File: config.mk
export PLATFORM = sky130hd
export DESIGN_NAME = operand_source
export DESIGN_NICKNAME = d
export VERILOG_FILES = /design/src/rtl/operand_source_pkg.sv /design/src/rtl/operand_source_phase_timer.sv /design/src/rtl/operand_source.sv
export SDC_FILE = /design/constraint.sdc
export NUM_CORES = 1
export LEC_CHECK = 0
export ABC_AREA = 1
export CORE_MARGIN = 1
export CORE_UTILIZATION = 55
export DETAILED_ROUTE_END_ITERATION = 10
export GPL_TIMING_DRIVEN = 0
export MAX_ROUTING_LAYER = met4
export PLACE_DENSITY = 0.86
export SYNTH_ARGS = -nofsm -noshare
export SYNTH_HDL_FRONTEND = slang
export SYNTH_SLANG_ARGS = --single-unit
File: constraint.sdc
create_clock -name clock -period 2.8 [get_ports clock]
set_input_delay 0.56 -clock clock [delete_from_list [all_inputs] [get_ports clock]]
set_output_delay 0.56 -clock clock [all_outputs]
set_load 0.01 [all_outputs]
File: src/rtl/operand_source_pkg.sv
// Shared definitions for operand_source: FSM state encoding and the
// index -> {a, b, expected result} mapping.
package operand_source_pkg;

    typedef enum logic [2:0] {
        IDLE  = 3'd0,
        SETUP = 3'd1,
        DAV   = 3'd2,
        WAIT  = 3'd3,
        CHECK = 3'd4,
        DONE  = 3'd5
    } state_t;

    localparam int unsigned NUM_PAIRS = 32;
    localparam logic [4:0]  LAST_IDX  = 5'd31;
    localparam logic [5:0]  ERR_MAX   = 6'd63;

    typedef struct packed {
        logic [3:0] a;
        logic [3:0] b;
        logic [5:0] exp;
    } pair_t;

    // 2*(a+b) never exceeds 60, so the 5-bit sum plus a shift fits in 6 bits.
    function automatic pair_t get_pair(input logic [4:0] idx);
        pair_t pr;
        pr.a   = idx[4:1] + 4'd3;
        pr.b   = idx[3:0] + 4'd1;
        pr.exp = {({1'b0, pr.a} + {1'b0, pr.b}), 1'b0};
        return pr;
    endfunction

endpackage

File: src/rtl/operand_source_phase_timer.sv
// 8-bit phase counter with synchronous clear, enable and a
// terminal-count compare; saturates instead of wrapping.
module phase_timer (
    input  logic       clock,
    input  logic       reset,
    input  logic       clear,
    input  logic       enable,
    input  logic [7:0] terminal,
    output logic [7:0] count,
    output logic       reached
);

    always_ff @(posedge clock or posedge reset) begin
        if (reset) begin
            count <= 8'd0;
        end else if (clear) begin
            count <= 8'd0;
        end else if (enable && (count != 8'hff)) begin
            count <= count + 8'd1;
        end
    end

    assign reached = (count >= terminal);

endmodule

File: src/rtl/operand_source.sv
// Self-test producer for the _dav/rfd four-phase handshake: sends 32 operand
// pairs, captures each result p and counts mismatches against 2*(a+b).
module operand_source
    import operand_source_pkg::*;
#(
    parameter int unsigned SETUP_CYCLES = 1,
    parameter int unsigned TIMEOUT      = 255
) (
    input  logic       clock,
    input  logic       reset,
    input  logic       start,
    input  logic       rfd,
    input  logic [5:0] p,
    output logic       _dav,
    output logic [3:0] a,
    output logic [3:0] b,
    output logic       busy,
    output logic       done,
    output logic       timeout,
    output logic [5:0] err_count
);

    // Counter value v before an edge means v+1 cycles spent in the phase.
    localparam logic [7:0] SETUP_TC   = 8'(SETUP_CYCLES - 1);
    localparam logic [7:0] TIMEOUT_TC = 8'(TIMEOUT - 1);

    state_t     state;
    logic [4:0] idx;
    logic [5:0] p_cap;

    logic       tmr_clear;
    logic       tmr_enable;
    logic [7:0] tmr_terminal;
    logic [7:0] tmr_count;
    logic       tmr_reached;

    pair_t      cur_pair;
    pair_t      next_pair;
    pair_t      first_pair;

    assign cur_pair   = get_pair(idx);
    assign next_pair  = get_pair(idx + 5'd1);
    assign first_pair = get_pair(5'd0);

    // Clear on every transition so each state is entered with a zero count.
    always_comb begin
        tmr_clear    = 1'b1;
        tmr_enable   = 1'b0;
        tmr_terminal = TIMEOUT_TC;
        unique case (state)
            SETUP: begin
                tmr_enable   = 1'b1;
                tmr_terminal = SETUP_TC;
                tmr_clear    = tmr_reached && rfd;
            end
            DAV: begin
                tmr_enable = 1'b1;
                tmr_clear  = !rfd || tmr_reached;
            end
            WAIT: begin
                tmr_enable = 1'b1;
                tmr_clear  = rfd || tmr_reached;
            end
            default: begin
                tmr_clear = 1'b1;
            end
        endcase
    end

    phase_timer u_phase_timer (
        .clock    (clock),
        .reset    (reset),
        .clear    (tmr_clear),
        .enable   (tmr_enable),
        .terminal (tmr_terminal),
        .count    (tmr_count),
        .reached  (tmr_reached)
    );

    always_ff @(posedge clock or posedge reset) begin
        if (reset) begin
            state     <= IDLE;
            idx       <= 5'd0;
            p_cap     <= 6'd0;
            _dav      <= 1'b1;
            a         <= 4'd0;
            b         <= 4'd0;
            busy      <= 1'b0;
            done      <= 1'b0;
            timeout   <= 1'b0;
            err_count <= 6'd0;
        end else begin
            unique case (state)
                IDLE, DONE: begin
                    if (start) begin
                        idx       <= 5'd0;
                        err_count <= 6'd0;
                        timeout   <= 1'b0;
                        done      <= 1'b0;
                        busy      <= 1'b1;
                        a         <= first_pair.a;
                        b         <= first_pair.b;
                        state     <= SETUP;
                    end
                end
                SETUP: begin
                    if (tmr_reached && rfd) begin
                        _dav  <= 1'b0;
                        state <= DAV;
                    end
                end
                DAV: begin
                    if (!rfd) begin
                        _dav  <= 1'b1;
                        state <= WAIT;
                    end else if (tmr_reached) begin
                        _dav    <= 1'b1;
                        timeout <= 1'b1;
                        busy    <= 1'b0;
                        done    <= 1'b1;
                        state   <= DONE;
                    end
                end
                WAIT: begin
                    if (rfd) begin
                        p_cap <= p;
                        state <= CHECK;
                    end else if (tmr_reached) begin
                        timeout <= 1'b1;
                        busy    <= 1'b0;
                        done    <= 1'b1;
                        state   <= DONE;
                    end
                end
                CHECK: begin
                    if ((p_cap != cur_pair.exp) && (err_count != ERR_MAX)) begin
                        err_count <= err_count + 6'd1;
                    end
                    if (idx == LAST_IDX) begin
                        busy  <= 1'b0;
                        done  <= 1'b1;
                        state <= DONE;
                    end else begin
                        idx   <= idx + 5'd1;
                        a     <= next_pair.a;
                        b     <= next_pair.b;
                        state <= SETUP;
                    end
                end
                default: begin
                    state <= IDLE;
                end
            endcase
        end
    end

endmodule

* Yosys cells after proc, flatten, opt, wreduce, memory -nomap -nowiden *
Cells that the tools add are included.

cells by class
  add/sub/neg operators = 8
  order comparisons = 1
  equality and inequality tests = 17
  muxes and demuxes = 44
  reductions and logical operators = 21

operators by type and width
  cell                                           count
  2-to-1 mux 8 bit                               3
  2-to-1 mux 3 bit                               6
  2-to-1 mux 1 bit                               17
  2-to-1 mux 4 bit                               4
  case mux 4 bit (2 select lines)                2
  case mux 3 bit (5 select lines)                1
  inequality test 2 bit, second input constant   7
  2-to-1 mux 6 bit                               2
  case mux 6 bit (2 select lines)                1
  2-to-1 mux 5 bit                               2
  case mux 5 bit (2 select lines)                1
  AND reduction 3 bit                            3
  adder 4 x 1 -> 4 bit, second input constant    2
  adder 4 x 2 -> 4 bit, second input constant    2
  adder 8 x 1 -> 8 bit, second input constant    1
  >= comparator 8 bit                            1
  inequality test 8 bit, second input constant   1
  case mux 1 bit (4 select lines)                2
  adder 6 x 1 -> 6 bit, second input constant    1
  == test 3 x 2 -> 1 bit, second input constant  2
  == test 3 bit, second input constant           2
  inequality test 6 bit                          1
  inequality test 6 bit, second input constant   1
  case mux 1 bit (3 select lines)                2
  other kinds (18)                               24

storage, ports and cells
  register bits after elaboration = 40
  input port bits = 10
  output and inout port bits = 18
  logic and storage cells = 102

* Depth between registers and ports, before layout *
Gate-level depths: netlist of the first run.

  depth in word-level cells = 6
  gate-level depth with buffers = 19
  mapped depth without buffers = 19

* Cells and area by module *
From an unflattened synthesis of the first run, not the netlist that was laid out.

unflattened totals
  cells, all modules = 369
  area, all modules = 2,741.4 um^2

modules (own cells, without submodules)
  module          instances  cells an instance  area an instance (um^2)  seq. area each (um^2)
  operand_source  1          263                2,028.2                  802.0
  phase_timer     1          106                713.2                    200.2

* Worst setup path before layout of the first run *
Ideal clock, no wire load.

  path kind = register to register
  start point = register idx[0]
  end point = register err_count[3]
  setup time = 0.117 ns
  data arrival time = 2.189 ns
  data required time = 2.683 ns
  slack = 0.494 ns
  stages on the path, launching flop included = 15
  buffers on the path = 0
  clock period less this slack = 2.306 ns
  path through = dfrtp_1 > inv_1 > ha_1 > fa_1 > inv_1 > nand2_1 > nand2_1 > nand3_1 > nor2_1 > nand3_1 > nand2_1 > nand2_1 > nand2_1 > nand2_1 > nand2_1

between the ends
  word-level cells in the longest chain between the ends = 6

ends and longest elaborated chain
  what                                    RTL line                  source
  start: declaration                      operand_source.sv:28      logic [4:0] idx;
  start signal: assignment                operand_source.sv:144     idx <= idx + 5'd1;
  adder 4 x 1 -> 4 bit                    operand_source_pkg.sv:28  pr.b = idx[3:0] + 4'd1;
  adder 4 x 4 -> 5 bit                    operand_source_pkg.sv:29  pr.exp = {({1'b0, pr.a} + {1'b0, pr.b}), 1'b0};
  inequality test 6 bit                   operand_source.sv:136     if ((p_cap != cur_pair.exp) && (err_count != ERR_MAX)) begin
  logical AND 1 bit                       operand_source.sv:136
  inequality test 2 bit (no source line)  n/a
  AND reduction 3 bit (no source line)    n/a
  end signal: assignment                  operand_source.sv:137     err_count <= err_count + 6'd1;
  end: declaration                        operand_source.sv:20      output logic [5:0] err_count

No other way between the ends.
A chain may end at the register's enable or synchronous reset.

* Worst setup path after layout of the first run *
  start point = register idx[0]
  end point = register err_count[1]

Same word-level chain as after synthesis.

==> results.ini, run 1 <==
[layout]
layout.nets = 388
drive_gt1_share_pct = 10.5
antennaDiodeCount = 0
area_growth_pct = 16.5

[detailed_routing]
first_pass_iters = 4
via_per_inst = 5.26
vias = 2176
drc = 0
drtIter0Drc = 147
drt_wl_total_um = 5160
antenna_left = 0
wl_per_cell_um = 12.5

[logic_synthesis]
syn_area_um2 = 2550
synth_edf_count = 0
synthTopCellsByArea = dfrtp_1 38%, nand2_1 12%, ha_1 7.4%
ys_types = 39
ys.flop_type = dfrtp_1
synth_common_cells = 82 x nand2_1, 46 x inv_1, 39 x dfrtp_1, 31 x nor2_1, 28 x nand3_1
synth.top_cell.area_share_pct = 38.3
synthCells = 328
syn-num-nets = 354
synth_top_area_cell = dfrtp_1
yosys_register_bits = 40
synth_warnings = 0
ys_seq_area_share_pct = 39.4
yosysMostFrequentCell = nand2_1
async_flop_share_pct = 100
syn_avg_cell_area_um2 = 7.76

[global_route]
grt_pass1_vias = 2188
grt_use_total_pct = 24.1
antenna_found_initial = 0
gr-total-overflow = 0
grt_max_degree = 41
grt_pass1_wl_um = 9210

[worst_setup_path]
r2r_cells = 13
worstPathMaxFanout = 7
slowest_delay_ns = 0.58
path_common_cell = nand2_1
crit_path_end_kind = flop
cp-start-kind = flop
cp_slowest_cell = fa_1
critPathArrivalTime_ns = 2.74
worstPathCellList = inv_1 > ha_1 > fa_1 > nand2_1 > nand2_1 > nand3_1 > nor2_1 > nand3_1 > nand2_1 > nand2_2 > nand2_2 > nand2_1 > nand2_1
path_class = reg2reg
required_ns = 3.03

[floorplanning]
initial_core_util_pct = 57.7
boundaryPins = 28
die_w_um = 70.0
die_y_um = 70.0
die_area_um2 = 4910
core_area_um2 = 4410
placement_rows = 24

[placed_design]
dp_hpwl_um = 3770
port_buffers = 27
preCtsSetupSlack_ns = 0.104
place_congestion = 0.879

[timing]
hold_viol = 0
finalMaxSlewViolations = 0
setup_viol = 0
fin_setup_tns_ns = 0
postLayoutSetupSlackWorst_ns = 0.291
max_freq_ghz = 0.399
rsz0062_at_grt = false
skew_ns = 0.00752
post-route-period-util_pct = 89.6
slew_headroom_pct = 45.3
worst_pin_slew_ns = 0.820
fin_crit_ns = 2.51

[clocking]
cts_inserted_buffers = 5
cts_tree = built
cts_max_level = 2
clk_latency_ns = 0.30
clockRootBuffer = clkbuf_8
cts_hold_buf = 0
clk_path_buf_depth = 2
clock-sinks = 40
cts.reportedPaths.clkPinSlew_ns = 0.08
cts_setup_buffers = 0

[status]
status = finished clean

[power_and_ir_drop]
vdd_drop_max_uv = 552
p_leak_nw = 1.47
power_density_nw_per_um2 = 1030

[job]
cap_violations = 0

[worst_hold_path]
holdPathStages = 1
hold_path_class = reg2reg

-- through the flow --
step           util, %  instances  hold WS (ns)  area (µm²)  total power, mW
2_1_floorplan        -        328         0.491        2550             2.21
3_3_place_gp      65.3        407         0.465        2880             2.61
3_5_place_dp      65.3        407         0.475        2880             2.67
4_1_cts           67.0        414         0.495        2960             3.06
5_1_grt           67.2        414         0.523        2970             3.35
6_report          67.2        414         0.497        2970             3.05
-- layout by cell type, fill, tap and decap left out, types with 2 or more instances in the layout --
master           netlist  layout
dfrtp_1               39      38
inv_2                  3       4
o21ai_2                4       4
inv_1                 46      45
xor2_1                 6       6
o21ai_0               19      19
nand2_2                2       4
clkbuf_1               1       2
nand2_1               82      80
nor2_2                 3       3
o21ai_1                5       5
nor2_1                31      31
buf_6                  2       2
clkdlybuf4s50_1        0      27
ha_1                  15      15
a21oi_1                9       9
o21a_1                 3       3
xnor2_1                4       4
a21oi_2                2       2
nand3_1               28      28
nand3_2                5       5
clkbuf_8               0       5
-- worst paths after layout --
kind	start	slack [ns]	endpoint
max	idx[0]	0.29	err_count[1]
min	b[2]	0.50	b[2]
max reg2reg	idx[0]	0.29	err_count[1]
min reg2reg	b[2]	0.50	b[2]
max in group asynchronous	reset	1.49	idx[0]
min in group asynchronous	reset	0.74	p_cap[3]
-- cell type report --
cell class,instances,area (µm²)
fill,373,1450
inverter,49,184
tap,52,65.1
multi-input combinational,235,1330
clock buffer,6,72.6
buffer,4,33.8
clock inverter,1,5.00
sequential,40,1000
timing repair buffer,27,270
-- sequential cells by signal, indices dropped and copies added (netlist names) --
signal	count
err_count	6
busy	1
u_phase_timer.count	8
timeout	1
idx	5
b	4
done	1
_dav	1
a	4
state	3
p_cap	6
-- routing by layer --
metal,global-route usage (%),vias to the layer above,wire (µm)
met2,39.7,53,2500
met5,-,-,0
li1,-,1114,-
met4,12.9,0,115
met3,5.05,11,191
met1,27.6,998,2360
-- cells by family after synthesis --
logic type,Yosys count,share of synthesized area (%)
and+or+nand+nor,160,28.6
buffers and inverters,53,8.55
AOI/OAI and AO/OA,49,11.8
DFF,40,39.4
adders and majority gates,16,8.16
xor gates and xnor gates,10,3.44
-- where the power goes --
| group | switching (mW) | total (mW) | internal (mW) |
|---|---|---|---|
| Combinational | 1.07 | 1.79 | 0.715 |
| Sequential | 0.138 | 0.898 | 0.761 |
| Clock | 0.200 | 0.369 | 0.170 |
| Total | 1.41 | 3.05 | 1.65 |
-- worst max-delay path: cells and delay by family (launching register included) --
| family | cells | cell delay (ns) |
|---|---|---|
| buffers and inverters | 1 | 0.10 |
| AND/OR/NAND/NOR | 10 | 0.92 |
| adder cells (fa/ha/maj) | 2 | 1.00 |
| flip-flops | 1 | 0.43 |
-- what timing repair did --
| action | CTS | global route |
|---|---|---|
| setup endpoints to repair | 0 | 6 |
| endpoints found under the hold margin | 0 | 0 |
| gates resized for setup | 0 | 3 |
No activity file was read; power rests on OpenSTA's default activity.
==> run 2: changes to the inputs <==
- CORE_MARGIN: 1 -> 2
- SLEW_MARGIN: not set -> 25
==> results.ini, run 2 (same netlist as run 1, synthesis figures left out) <==
[timing]
hold_viol = 0  ; unchanged
skew_ns = 0.00847  ; +0.000953 ns
fin_crit_ns = 2.54  ; +0.0314 ns
fin_setup_tns_ns = 0  ; unchanged
post-route-period-util_pct = 90.7  ; +1.1 points
max_freq_ghz = 0.394  ; -1.2%
worst_pin_slew_ns = 0.421  ; -0.399 ns
rsz0062_at_grt = false
setup_viol = 0  ; unchanged
finalMaxSlewViolations = 0  ; unchanged
slew_headroom_pct = 71.9  ; +27 points
postLayoutSetupSlackWorst_ns = 0.260  ; -0.0314 ns
hold_slack_ns = 0.488  ; -0.00891 ns

[clocking]
cts.reportedPaths.clkPinSlew_ns = 0.09  ; about the same
clk_latency_ns = 0.30  ; about the same
clk_path_buf_depth = 2  ; unchanged
cts_inserted_buffers = 5  ; unchanged
clockRootBuffer = clkbuf_8
cts_max_level = 2  ; unchanged
clock-sinks = 40  ; unchanged
cts_tree = built

[global_route]
grt_use_total_pct = 23.0  ; -1.1 points
antenna_found_initial = 0  ; unchanged
grt_pass1_vias = 2251  ; +2.9%
grt_pass1_wl_um = 9290  ; +0.83%
gr-total-overflow = 0  ; unchanged
grt_max_degree = 24  ; -41%

[worst_setup_path]
worstReg2RegStart = idx[0]
required_ns = 3.05  ; +0.02 ns
r2r_cells = 13  ; unchanged
worstPathMaxFanout = 7  ; unchanged
worst-path-buf-inv = 1  ; unchanged
path_common_cell = nand2_1
cp-start-kind = flop
worstPathCellList = inv_1 > ha_1 > fa_1 > nand2_1 > nand2_1 > nand3_1 > nor2_1 > nand3_1 > nand2_1 > nand2_1 > nand2_2 > nand2_1 > nand2_1
crit_path_end_kind = flop
cp_slowest_cell = fa_1
startpoint = idx[0]
r2r_slack_ns = 0.26  ; -0.03 ns
critPathArrivalTime_ns = 2.79  ; +0.05 ns
slowest_delay_ns = 0.59  ; about the same
timing.rr.end = err_count[2]
path_class = reg2reg
path_delay_family = adder cells
cp_num_cells = 13  ; unchanged

[power_and_ir_drop]
netSwitchingPower_mw = 1.43  ; +1.6%
p_leak_nw = 1.49  ; +1.7%
power_frac_comb_pct = 56.6  ; -1.9 points
clkPwrFrac_pct = 15.2  ; +3.1 points
cell_internal_pwr_mw = 1.74  ; +5.9%
p_sw_share_pct = 45.1  ; -1.0 points
seqPwrFrac_pct = 28.2  ; -1.2 points
vdd_drop_max_uv = 620  ; +12%
power_density_nw_per_um2 = 1050  ; +1.9%

[floorplanning]
initial_core_util_pct = 57.7  ; unchanged
placement_rows = 24  ; unchanged
die_y_um = 72.0  ; +2.9%
core_area_um2 = 4410  ; unchanged
die_area_um2 = 5190  ; +5.8%
die_w_um = 72.0  ; +2.9%
boundaryPins = 28  ; unchanged

[detailed_routing]
vias = 2225  ; +2.3%
first_pass_iters = 4  ; unchanged
wl_per_cell_um = 12.6  ; +0.70%
via_per_inst = 5.35  ; +1.8%
drc = 0  ; unchanged
drt_wl_total_um = 5220  ; +1.2%
drtIter0Drc = 108  ; -27%
antenna_left = 0  ; unchanged

[layout]
stdcell_count = 416  ; +0.48%
fillCellCount = 369  ; -1.1%
fin_area_um2 = 3020  ; +2.0%
layout_commonest_cell = nand2_1
layout.nets = 389  ; +0.26%
regMostFlops = u_phase_timer.count
largest_reg_flops = 8  ; unchanged
antennaDiodeCount = 0  ; unchanged
reg_top3 = u_phase_timer.count: 8 flops, err_count: 6 flops, p_cap: 6 flops
area_growth_pct = 18.8
drive_gt1_share_pct = 11.0  ; +0.49 points
layout_common_cells = 81 x nand2_1, 45 x inv_1, 38 x dfrtp_1

[placed_design]
port_buffers = 27  ; unchanged
placed_cells = 408  ; +0.25%
place_area_um2 = 2910  ; +0.96%
place_congestion = 0.879  ; about the same
dp_hpwl_um = 3880  ; +2.9%
preCtsSetupSlack_ns = 0.119  ; +0.0158 ns

[job]
cap_violations = 0  ; unchanged

[status]
status = finished clean

[worst_hold_path]
hold_path_class = reg2reg
holdPathStages = 2  ; +1
hold_start = busy
worstHoldEndpoint = busy

## run 2: cell count changes in the layout (fill, tap and decap cells not counted)
cell / previous run / this run
buf_16: 0 / 1
bufinv_16: 0 / 1
clkbuf_1: 2 / 1
clkinvlp_4: 0 / 1
nand2_1: 80 / 81
nand2_2: 4 / 3
## run 2: what timing repair did
action	CTS	global route
gates resized for setup	0	2
setup buffers	0	0
setup endpoints to repair	0	6
hold buffers	0	0
## run 2: cell type report
type | instances | area (µm²) | share of cell area (%)
buffer | 4 | 33.8 | 1.12
clock buffer | 5 | 68.8 | 2.28
clock inverter | 3 | 42.5 | 1.41
inverter | 49 | 184 | 6.08
multi-input combinational | 235 | 1330 | 43.9
sequential | 40 | 1000 | 33.2
tap | 52 | 65.1 | 2.15
timing repair buffer | 28 | 298 | 9.85
## run 2: worst reg2reg max path: cells and delay by family (launching register included)
| family | cells | cell delay (ns) |
|---|---|---|
| adders and majority gates | 2 | 1.01 |
| buffers and inverters | 1 | 0.09 |
| DFF | 1 | 0.43 |
| and+or+nand+nor | 10 | 0.97 |
## run 2: worst max-delay path by stage
stage / endpoint / slack (ns)
floorplan: err_count[3] / 0.49
global placement: err_count[3] / 0.18
detailed placement: err_count[2] / 0.12
CTS: err_count[2] / 0.10
global route: err_count[1] / 0.02
finish: err_count[2] / 0.26
## run 2: power groups by stage
stage | Sequential, mW | Combinational (mW) | Clock (mW)
finish | 0.896 | 1.80 | 0.482
global route | 0.920 | 2.05 | 0.514
CTS | 0.895 | 1.81 | 0.489
detailed placement | 0.905 | 1.79 | 0
global placement | 0.896 | 1.71 | 0
floorplan | 0.917 | 1.30 | 0
## run 2: through the flow
step                utilization (%)  power (mW)
floorplan                         -        2.21
global placement               65.3        2.61
detailed placement             65.9        2.69
CTS                            68.4        3.19
global route                   68.5        3.48
finish                         68.5        3.17
## run 2: layer usage
metal | part of all wire [%] | track usage [%]
met1 | 44 | 26.1
met2 | 52 | 41.3
met3 | 3.4 | 3.75
met4 | 1.0 | 7.97
met5 | 0 | -
==> run 3: changes to the inputs <==
- CELL_PAD_IN_SITES_DETAIL_PLACEMENT: not set -> 0
- CELL_PAD_IN_SITES_GLOBAL_PLACEMENT: not set -> 1
- CORE_UTILIZATION: 55 -> 42
- PLACE_DENSITY: 0.86 -> 0.88
- TNS_END_PERCENT: not set -> 30
==> results.ini, run 3 (same netlist as run 1, synthesis figures left out) <==
[job]
cap_violations = 0  ; unchanged

[detailed_routing]
drtIter0Drc = 67  ; -38%
drt_wl_total_um = 5090  ; -2.5%
vias = 2144  ; -3.6%
via_per_inst = 4.88  ; -8.7%
drc = 0  ; unchanged
first_pass_iters = 4  ; unchanged
wl_per_cell_um = 11.6  ; -7.7%
antenna_left = 0  ; unchanged

[timing]
worst_pin_slew_ns = 0.393  ; -0.0286 ns
slew_headroom_pct = 73.7  ; +1.9 points
rsz0062_at_grt = false
hold_slack_ns = 0.493  ; +0.00489 ns
hold_viol = 0  ; unchanged
finalMaxSlewViolations = 0  ; unchanged
max_freq_ghz = 0.409  ; +4.0%
postLayoutSetupSlackWorst_ns = 0.358  ; +0.0975 ns
skew_ns = 0.0112  ; +0.00274 ns
post-route-period-util_pct = 87.2  ; -3.5 points
fin_crit_ns = 2.44  ; -0.0975 ns
fin_setup_tns_ns = 0  ; unchanged
setup_viol = 0  ; unchanged

[status]
status = finished clean

[power_and_ir_drop]
p_leak_nw = 1.49  ; -0.20%
power_density_nw_per_um2 = 1040  ; -0.84%
total_power_mw = 3.18  ; +0.15%
vdd_drop_max_uv = 489  ; -21%

[layout]
antennaDiodeCount = 0  ; unchanged
stdcell_count = 439  ; +5.5%
reg_top3 = u_phase_timer.count: 8 flops, err_count: 6 flops, p_cap: 6 flops
layout_common_cells = 80 x nand2_1, 45 x inv_1, 38 x dfrtp_1
multi_input_area_um2 = 1330  ; +0.38%
drive_gt1_share_pct = 11.5  ; +0.55 points
layout_commonest_cell = nand2_1
layout.nets = 389  ; unchanged
regMostFlops = u_phase_timer.count
area.sequential_um2 = 1000  ; unchanged
area_growth_pct = 20.0
fillCellCount = 566  ; +53%
finish.utilization_pct = 51.9  ; -17 points
fin_area_um2 = 3050  ; +0.99%
largest_reg_flops = 8  ; unchanged

[worst_setup_path]
cp-start-kind = flop
crit_path_end_kind = flop
required_ns = 3.04  ; about the same
critPathArrivalTime_ns = 2.69  ; -0.10 ns
r2r_cells = 13  ; unchanged
r2r_slack_ns = 0.36  ; +0.10 ns
worstPathMaxFanout = 7  ; unchanged
path_class = reg2reg

[floorplanning]
die_w_um = 81.9  ; +14%
initial_core_util_pct = 43.3  ; -14 points
core_area_um2 = 5890  ; +33%
boundaryPins = 28  ; unchanged
placement_rows = 28  ; +17%
die_area_um2 = 6700  ; +29%
die_y_um = 81.9  ; +14%

[clocking]
cts_setup_buffers = 0  ; unchanged
cts_max_level = 2  ; unchanged
cts_inserted_buffers = 5  ; unchanged
clockRootBuffer = clkbuf_8
clock-sinks = 40  ; unchanged
post_cts_resized = 0  ; unchanged
cts_hold_buf = 0  ; unchanged
cts_tree = built
clk_path_buf_depth = 2  ; unchanged
clk_latency_ns = 0.30  ; about the same
cts.reportedPaths.clkPinSlew_ns = 0.09  ; about the same

[placed_design]
port_buffers = 27  ; unchanged
place_area_um2 = 2930  ; +0.73%
place_congestion = 0.862  ; -2.0%
placed_cells = 431  ; +5.6%
preCtsSetupSlack_ns = 0.0922  ; -0.0272 ns
dp_hpwl_um = 3800  ; -2.1%

[global_route]
grt_max_degree = 26  ; +8.3%
gr-total-overflow = 0  ; unchanged
grt_pass1_wl_um = 9080  ; -2.2%
grt_pass1_vias = 2062  ; -8.4%
antenna_found_initial = 0  ; unchanged
grt_use_total_pct = 18.0  ; -5.1 points

[worst_hold_path]
hold_path_class = reg2reg
holdPathStages = 2  ; unchanged

==> run 3: area by class of cell <==
type | instances | share of cell area, %
Multi-Input combinational cell | 235 | 43.7
Sequential cell | 40 | 32.9
Timing Repair Buffer | 28 | 9.50
Inverter | 49 | 6.02
Tap cell | 75 | 3.07
Clock buffer | 5 | 2.25
Clock inverter | 3 | 1.52
Buffer | 4 | 1.11
==> run 3: routing by layer <==
layer | track usage, % | share of wire (%) | vias up
li1 | - | - | 1126
met1 | 23.6 | 50 | 987
met2 | 28.1 | 45 | 25
met3 | 2.97 | 2.3 | 6
met4 | 6.50 | 1.7 | 0
met5 | - | 0 | -
==> run 3: path summary, 6_finish.rpt <==
path | from | endpoint
min in group asynchronous | reset | p_cap[0]
max in group asynchronous | reset | idx[0]
worst min register to register | busy | busy
worst max-delay path | idx[0] | err_count[5]
worst max register to register | idx[0] | err_count[5]
worst min-delay path | busy | busy
==> run 3: worst max-delay path, cell delays in order (launching register included) <==
cell and delay, ns:
dfrtp_2 0.46, inv_1 0.12, ha_2 0.34, fa_1 0.57, nand2_1 0.06, nand2_1 0.06
nand3_1 0.08, nor2_1 0.12, nand3_1 0.11, nand2_1 0.08, nand2_2 0.11, nand2_2 0.15
nand2_1 0.07, nand2_1 0.05
==> run 3: where the power goes <==
part           leakage (nW)  internal, mW  switching (mW)  total (mW)
logic                 0.921         0.726            1.06        1.79
registers             0.514         0.760           0.132       0.893
clock network        0.0548         0.269           0.229       0.497
total                  1.49          1.75            1.42        3.18
